## src/rtl/btn_event_sched.sv

```systemverilog
// btn_event_sched: per-button press/auto-repeat event capture with a
// round-robin, start-triggered grant FSM. Each start request yields exactly
// one done pulse two cycles later carrying {valid, repeat, idx}.
module btn_event_sched #(
  parameter logic [15:0] REPEAT_DELAY = 16'd1000,
  parameter logic [15:0] REPEAT_RATE  = 16'd250
) (
  input  logic       clock,
  input  logic       reset,
  input  logic       start_port,
  input  logic [3:0] btn_stable,
  output logic       done_port,
  output logic [3:0] out1
);

  // Held count at which a repeat fires, and where the count restarts after one
  localparam logic [15:0] RPT_FIRE   = REPEAT_DELAY - 16'd1;
  localparam logic [15:0] RPT_RELOAD = REPEAT_DELAY - REPEAT_RATE;

  typedef enum logic [1:0] {
    IDLE = 2'd0,
    ARB  = 2'd1,
    DONE = 2'd2
  } state_t;

  // Registered state
  state_t      state_q,   state_d;
  logic [1:0]  ptr_q,     ptr_d;
  logic [3:0]  prev_q,    prev_d;
  logic [3:0]  pending_q, pending_d;
  logic [3:0]  tag_q,     tag_d;
  logic [3:0]  drop_q,    drop_d;
  logic        done_q,    done_d;
  logic [3:0]  out1_q,    out1_d;
  logic [15:0] cnt_q [4];
  logic [15:0] cnt_d [4];

  // Combinational helpers
  logic [3:0]  press_s;
  logic [3:0]  held_s;
  logic [3:0]  rpt_s;
  logic [3:0]  evt_s;
  logic [3:0]  clr_s;
  logic        found_s;
  logic [1:0]  gnt_idx_s;

  // Edge detection against the registered previous level
  always_comb begin
    press_s = btn_stable & ~prev_q;
    held_s  = btn_stable & prev_q;
    prev_d  = btn_stable;
  end

  // Hold counters: the press cycle counts as held count 0, so the counter
  // loads 1 on a press; a repeat fires at RPT_FIRE and reloads RPT_RELOAD
  always_comb begin
    cnt_d = cnt_q;
    rpt_s = 4'b0000;
    for (int i = 0; i < 4; i++) begin
      if (held_s[i] && (cnt_q[i] == RPT_FIRE)) begin
        rpt_s[i] = 1'b1;
      end else begin
        rpt_s[i] = 1'b0;
      end
      if (!btn_stable[i]) begin
        cnt_d[i] = 16'd0;
      end else if (press_s[i]) begin
        cnt_d[i] = 16'd1;
      end else if (rpt_s[i]) begin
        cnt_d[i] = RPT_RELOAD;
      end else if (cnt_q[i] == 16'hFFFF) begin
        cnt_d[i] = cnt_q[i];
      end else begin
        cnt_d[i] = cnt_q[i] + 16'd1;
      end
    end
  end

  // Round-robin search for the first pending button starting at ptr
  always_comb begin
    logic [1:0] cand;
    found_s   = 1'b0;
    gnt_idx_s = ptr_q;
    cand      = ptr_q;
    for (int off = 0; off < 4; off++) begin
      cand = ptr_q + 2'(off);
      if (!found_s && pending_q[cand]) begin
        found_s   = 1'b1;
        gnt_idx_s = cand;
      end else begin
        found_s   = found_s;
        gnt_idx_s = gnt_idx_s;
      end
    end
  end

  // Pending/tag/drop bookkeeping; a new event wins over the grant clear,
  // and an event landing on the cycle its button is served is not a drop
  always_comb begin
    evt_s = press_s | rpt_s;
    if ((state_q == ARB) && found_s) begin
      clr_s = 4'b0001 << gnt_idx_s;
    end else begin
      clr_s = 4'b0000;
    end
    pending_d = (pending_q & ~clr_s) | evt_s;
    tag_d     = rpt_s | (tag_q & ~evt_s);
    drop_d    = drop_q | (evt_s & pending_q & ~clr_s);
  end

  // Grant FSM next-state and registered-output values
  always_comb begin
    state_d = state_q;
    ptr_d   = ptr_q;
    done_d  = 1'b0;
    out1_d  = out1_q;
    case (state_q)
      IDLE: begin
        if (start_port) begin
          state_d = ARB;
        end else begin
          state_d = IDLE;
        end
      end
      ARB: begin
        state_d = DONE;
        done_d  = 1'b1;
        if (found_s) begin
          out1_d = {1'b1, tag_q[gnt_idx_s], gnt_idx_s};
          ptr_d  = gnt_idx_s + 2'd1;
        end else begin
          out1_d = 4'b0000;
          ptr_d  = ptr_q;
        end
      end
      DONE: begin
        state_d = IDLE;
      end
      default: begin
        state_d = IDLE;
      end
    endcase
  end

  // All state updates, synchronous active-high reset
  always_ff @(posedge clock) begin
    if (reset) begin
      state_q   <= IDLE;
      ptr_q     <= 2'd0;
      prev_q    <= 4'b0000;
      pending_q <= 4'b0000;
      tag_q     <= 4'b0000;
      drop_q    <= 4'b0000;
      done_q    <= 1'b0;
      out1_q    <= 4'b0000;
      for (int i = 0; i < 4; i++) begin
        cnt_q[i] <= 16'd0;
      end
    end else begin
      state_q   <= state_d;
      ptr_q     <= ptr_d;
      prev_q    <= prev_d;
      pending_q <= pending_d;
      tag_q     <= tag_d;
      drop_q    <= drop_d;
      done_q    <= done_d;
      out1_q    <= out1_d;
      for (int i = 0; i < 4; i++) begin
        cnt_q[i] <= cnt_d[i];
      end
    end
  end

  assign done_port = done_q;
  assign out1      = out1_q;

endmodule

```

## config.mk

```make
export PLATFORM = sky130hd
export DESIGN_NAME = btn_event_sched
export DESIGN_NICKNAME = d
export VERILOG_FILES = /design/src/rtl/btn_event_sched.sv
export SDC_FILE = /design/constraint.sdc
export NUM_CORES = 1
export LEC_CHECK = 0
export CORE_MARGIN = 2
export CORE_UTILIZATION = 35
export DETAILED_ROUTE_END_ITERATION = 16
export SLEW_MARGIN = 40
export SYNTH_ARGS = -nofsm -noshare
export SYNTH_HDL_FRONTEND = slang
export SYNTH_SLANG_ARGS = --single-unit
export TNS_END_PERCENT = 100
```

## constraint.sdc

```tcl
create_clock -name clock -period 3.1 [get_ports clock]
set_input_delay 0.62 -clock clock [delete_from_list [all_inputs] [get_ports clock]]
set_output_delay 0.62 -clock clock [all_outputs]
set_load 0.01 [all_outputs]
```

==> results of run 1 <==
==> final timing paths <==
check | depth (start not counted) | endpoint | slack, ps | from
worst max-delay path | 6 | cnt_q[50] | 880 | cnt_q[48]
worst min-delay path | 1 | state_q[0] | 420 | state_q[0]
worst max register to register | 6 | cnt_q[50] | 880 | cnt_q[48]
worst min register to register | 1 | state_q[0] | 420 | state_q[0]
==> placed cells by master (no fill, tap or decap), drive strengths merged, types with 12 or more instances in the layout <==
cell type and instances:
nand4 13, dfxtp 84, nor3 26, xnor2 23
inv 15, clkbuf 12, and3 20, nand3 27
a211oi 16, nor2 56, nand2 54, a21oi 30
==> routing by layer <==
metal	part of all wire	track usage	vias to the layer above
li1	-	-	1837
met1	0.51	0.1900	1665
met2	0.45	0.2276	41
met3	0.029	0.04028	12
met4	0.013	0.05350	0
met5	0	0	-
==> where the power goes <==
part | switching (mW) | total, mW | internal [mW]
registers | 0.0207 | 1.12 | 1.10
clock network | 0.417 | 0.979 | 0.562
logic | 0.0603 | 0.107 | 0.0467
total | 0.498 | 2.20 | 1.71
==> per-stage QoR <==
step	area (um^2)	setup slack [ps]	hold WS [ps]	util	total power, mW
floorplan	4039	1268	400.9	-	1.211
global placement	4303	665.3	410.0	0.3801	1.245
detailed placement	4303	574.1	417.9	0.3801	1.248
CTS	4574	802.4	427.9	0.4041	2.240
global route	4579	668.4	441.7	0.4045	2.292
finish	4579	881.8	421.2	0.4045	2.205
==> flip-flops by register name, summed over array words and instances, names as in the netlist <==
register   count
pending_q      4
ptr_q          2
out1           4
cnt_q         64
tag_q          4
prev_q         4
state_q        2
==> cell type report <==
type,count,area share
Clock inverter,4,0.005464
Sequential cell,84,0.3672
Inverter,15,0.01230
Timing Repair Buffer,14,0.02896
Tap cell,143,0.03907
Clock buffer,12,0.05383
Multi-Input combinational cell,383,0.4932
==> logic make-up after synthesis <==
group,Yosys count
simple gates,249
mux,8
xor+xnor,27
fa+ha+maj,4
buf+inv,25
compound gates,95
flops,84
==> critical path: stages (launching register included) <==
cell and delay (ps):
dfxtp_1 410, ha_1 280, nand2_1 130, nor3_1 680
nand2_2 220, and4_1 280, nor3_1 150
==> impl_metrics.py, run 1 <==
metrics = {
    "synth": {
        "yosysMostFrequentCell": "dfxtp_1",
        "synthMuxAreaShare": 0.01983,
        "syn_area_um2": 4039,
        "synth-compound-area-share": 0.1533,
        "yosysTopAreaCell": "dfxtp_1",
        "netlist.area_leader.share": 0.4164,
        "netlist_instances": 492,
        "synth.area.top_cells": "dfxtp_1 42%, nor2_1 5.2%, xnor2_1 5.0%, nand2_1 4.9%, a21oi_1 3.7%",
        "yosys.area_share.simple": 0.3138,
        "synth_edf_count": 0,
        "synth_top_family_by_area": "simple AND/OR/NAND/NOR gates",
        "synth.top_cells.by_count": "84 x dfxtp_1, 56 x nor2_1, 53 x nand2_1",
        "synth_nets": 503,
        "synthAdderAreaFrac": 0.01239,
        "yosys_warnings": 0,
        "synth-xor-area-share": 0.05855,
        "async_flop_share": 0,
        "ys_seq_elements": 84,
        "ys.flop_type": "dfxtp_1",
        "synth_cell_type_count": 52,
        "ys_seq_area_frac": 0.4164,
        "syn_avg_cell_area_um2": 8.209,
    },
    "timing": {
        "hold_violations": 0,
        "setup_tns_ps": 0,
        "max_freq_ghz": 0.4508,
        "tightest_slew_ps": 809.4,
        "max_slew_margin": 0.4563,
        "finalCritPeriodShare": 0.7155,
        "finalSetupViolCount": 0,
        "slew_viol_final": 0,
        "rsz0062_at_grt": "no",
        "skew_ps": 4.923,
        "period_needed_ps": 2218,
    },
    "placed_design": {
        "dp_cells": 639,
        "hpwlAfterDp_um": 6181,
        "io_buffers": 11,
        "gp_congestion": 0.8204,
    },
    "routing": {
        "ant_nets": 0,
        "via_per_inst": 5.427,
        "drt_first_pass_iters": 4,
        "drt_wl_total_um": 8614,
        "via_count": 3555,
        "wl_per_cell_um": 13.15,
        "drc": 0,
        "drt_iter0_markers": 204,
    },
    "cts": {
        "htreeDepth": 3,
        "clock_sinks": 84,
        "cts_root_buffer": "clkbuf_16",
        "hold_buffers": 0,
        "cts_resized": 0,
        "numCtsBuffers": 9,
        "clock_latency_ps": 340,
        "clockBufferDepth": 2,
        "path_clk_slew_ps": 60,
        "postCtsSetupBuffers": 0,
        "cts_tree": "done",
    },
    "floorplan": {
        "die_y_um": 111.4,
        "dieArea_um2": 12410,
        "num_rows": 39,
        "pin_count": 12,
        "start_util": 0.3568,
        "fp.dieW_um": 111.4,
        "core_um2": 11320,
    },
    "layout": {
        "num-fill-cells": 1158,
        "area_growth_syn_to_layout_pct": 13.38,
        "multi_input_area_um2": 2258,
        "drive_above_1_share": 0.04688,
        "n_antenna_cell": 0,
        "finalNonFillerCells": 655,
        "nets": 518,
        "seqCellArea_um2": 1682,
    },
    "worst_setup_path": {
        "cp_max_fo": 8,
        "cp.required_ps": 3360,
        "critPathKind": "flip-flop to flip-flop",
        "cp.arrival_ps": 2480,
        "critPathLaunchType": "flip-flop",
        "crit_path_end_kind": "flip-flop",
    },
    "global_routing": {
        "gr-total-overflow": 0,
        "grt_pass1_vias": 3352,
        "track_usage": 0.1445,
        "antenna_found_initial": 0,
        "grt_max_degree": 18,
        "grt_pass1_wl_um": 15140,
    },
    "outcome": {
        "status": "complete, no violations",
    },
    "job": {
        "maxCapViolations": 0,
    },
    "worst_hold_path": {
        "min_path_type": "flip-flop to flip-flop",
    },
    "power": {
        "leakage_nw": 1.444,
        "power_density_nw_per_um2": 481.4,
        "vdd_drop_max_uv": 267.0,
    },
}
Note: power is estimated with default switching activity, not from simulation.
==> inputs of run 2 (changes only) <==
==> constraint.sdc (replaced) <==
create_clock -name clock -period 2.2 [get_ports clock]
set_input_delay 0.44 -clock clock [delete_from_list [all_inputs] [get_ports clock]]
set_output_delay 0.44 -clock clock [all_outputs]
set_load 0.01 [all_outputs]
==> run 2 against run 1 <==
Against the previous run: via count is 1.4% higher; sequential share of layout area decreased by 1.3 points; worst setup slack got worse by 680 ps; fmax rose by 11%; non-clock buffer count is 15 higher; die area stayed put; worst hold slack improved by 7.3 ps; routed wire length is 1.6% higher; combinational power rose by 48%; sequential power up 41%; highest routed layer unchanged.
==> impl_metrics.py, run 2 (synthesis gave the netlist of run 1 again) <==
metrics = {
    "power": {
        "power_density_nw_per_um2": 702.5,
        "leakage_nw": 1.557,
        "p_total_mw": 3.334,
        "vdd_drop_max_uv": 405.0,
    },
    "global_routing": {
        "met2_usage": 0.2232,
        "antenna_found_initial": 0,
        "met1_usage": 0.2015,
        "gr-total-overflow": 0,
        "grt_max_degree": 23,
        "grt_pass1_vias": 3317,
        "grt_pass1_wl_um": 15100,
        "track_usage": 0.1428,
        "grt.busiest_layer": "met2",
        "gr-usage-met3": 0.03048,
    },
    "floorplan": {
        "num_rows": 39,
        "core_um2": 11320,
        "die_y_um": 111.4,
        "fp.dieW_um": 111.4,
        "start_util": 0.3568,
        "pin_count": 12,
        "dieArea_um2": 12410,
    },
    "timing": {
        "max_freq_ghz": 0.5009,
        "max_slew_margin": 0.5735,
        "hold_violations": 0,
        "whs_ps": 428.4,
        "finalSetupViolCount": 0,
        "slew_viol_final": 0,
        "skew_ps": 6.368,
        "finalCritPeriodShare": 0.9074,
        "setup_tns_ps": 0,
        "tightest_slew_ps": 633.0,
        "rsz0062_at_grt": "no",
        "worst_slack_ps": 203.6,
        "period_needed_ps": 1996,
    },
    "cts": {
        "hold_buffers": 0,
        "htreeDepth": 3,
        "cts_tree": "done",
        "clock_latency_ps": 320,
        "clockBufferDepth": 2,
        "cts_root_buffer": "clkbuf_16",
        "cts_resized": 0,
        "postCtsSetupBuffers": 0,
        "path_clk_slew_ps": 60,
        "clock_sinks": 84,
        "numCtsBuffers": 9,
    },
    "worst_setup_path": {
        "reg2reg_depth": 5,
        "cp_max_fo": 7,
        "crit_start": "cnt_q[3]",
        "cp.required_ps": 2430,
        "timing.rr.start": "cnt_q[3]",
        "r2r-end": "cnt_q[2]",
        "critPathLaunchType": "flip-flop",
        "cp.arrival_ps": 2230,
        "critPathKind": "flip-flop to flip-flop",
        "rrSetupSlack_ps": 200,
        "crit_path_end_kind": "flip-flop",
    },
    "outcome": {
        "status": "complete, no violations",
    },
    "layout": {
        "post-route-util": 0.4192,
        "num-fill-cells": 1184,
        "drive_above_1_share": 0.07400,
        "area_growth_syn_to_layout_pct": 17.50,
        "finalNonFillerCells": 670,
        "largest_register": "cnt_q",
        "final_area_um2": 4746,
        "nets": 533,
        "largest_reg_flops": 64,
        "final_common_cell": "dfxtp_1",
        "most-common-layout-cells": "84 x dfxtp_1, 56 x nor2_1, 53 x nand2_1",
        "n_antenna_cell": 0,
    },
    "routing": {
        "drt_iter0_markers": 191,
        "drt_wl_total_um": 8748,
        "drc": 0,
        "via_count": 3604,
        "drt_first_pass_iters": 4,
        "wl_per_cell_um": 13.06,
        "ant_nets": 0,
        "via_per_inst": 5.379,
    },
    "placed_design": {
        "io_buffers": 11,
        "dp_cells": 654,
        "gp_congestion": 0.8232,
        "hpwlAfterDp_um": 6273,
        "placed_cell_area_um2": 4428,
        "dpl_worst_slack_ps": 77.53,
    },
    "worst_hold_path": {
        "hold_end": "state_q[0]",
        "min_from": "state_q[0]",
        "holdPathStages": 1,
        "min_path_type": "flip-flop to flip-flop",
    },
    "job": {
        "maxCapViolations": 0,
    },
}
-- run 2: cell count changes in the layout (fill, tap and decap cells not counted), sizes merged --
cell / delta
bufinv: +2
buf: +15
clkbuf: -1
clkinv: +1
clkinvlp: -2
-- run 2: worst max-delay path by stage --
| stage | cells after the start | to |
|---|---|---|
| floorplan | 7 | cnt_q[35] |
| global placement | 5 | cnt_q[15] |
| detailed placement | 5 | cnt_q[35] |
| CTS | 5 | cnt_q[2] |
| global route | 5 | cnt_q[60] |
| finish | 5 | cnt_q[2] |
-- run 2: power by group --
part	leakage, nW	internal (mW)	switching, mW
logic	0.717	0.0724	0.0857
clock network	0.159	1.02	0.579
registers	0.681	1.55	0.0300
total	1.56	2.64	0.695
-- run 2: area by class of cell --
class	count	area (um^2)	share of cell area
timing repair buffer	29	257.7	0.05431
multi-input combinational	383	2253	0.4748
clock inverter	5	75.07	0.01582
sequential	84	1682	0.3543
tap	143	178.9	0.03770
inverter	15	56.30	0.01186
clock buffer	11	242.7	0.05115
-- run 2: layer usage --
layer / up-vias / routed length, um
met5: - / 0
met4: 0 / 78
met3: 5 / 240
met2: 43 / 3833
met1: 1686 / 4595
li1: 1870 / -
-- run 2: critical path, cell delays in order (launching register included) --
cell     delay [ps]
dfxtp_1         370
nor4_1          290
nand4_1         160
or4_1           630
and4_1          250
nor3_1          200
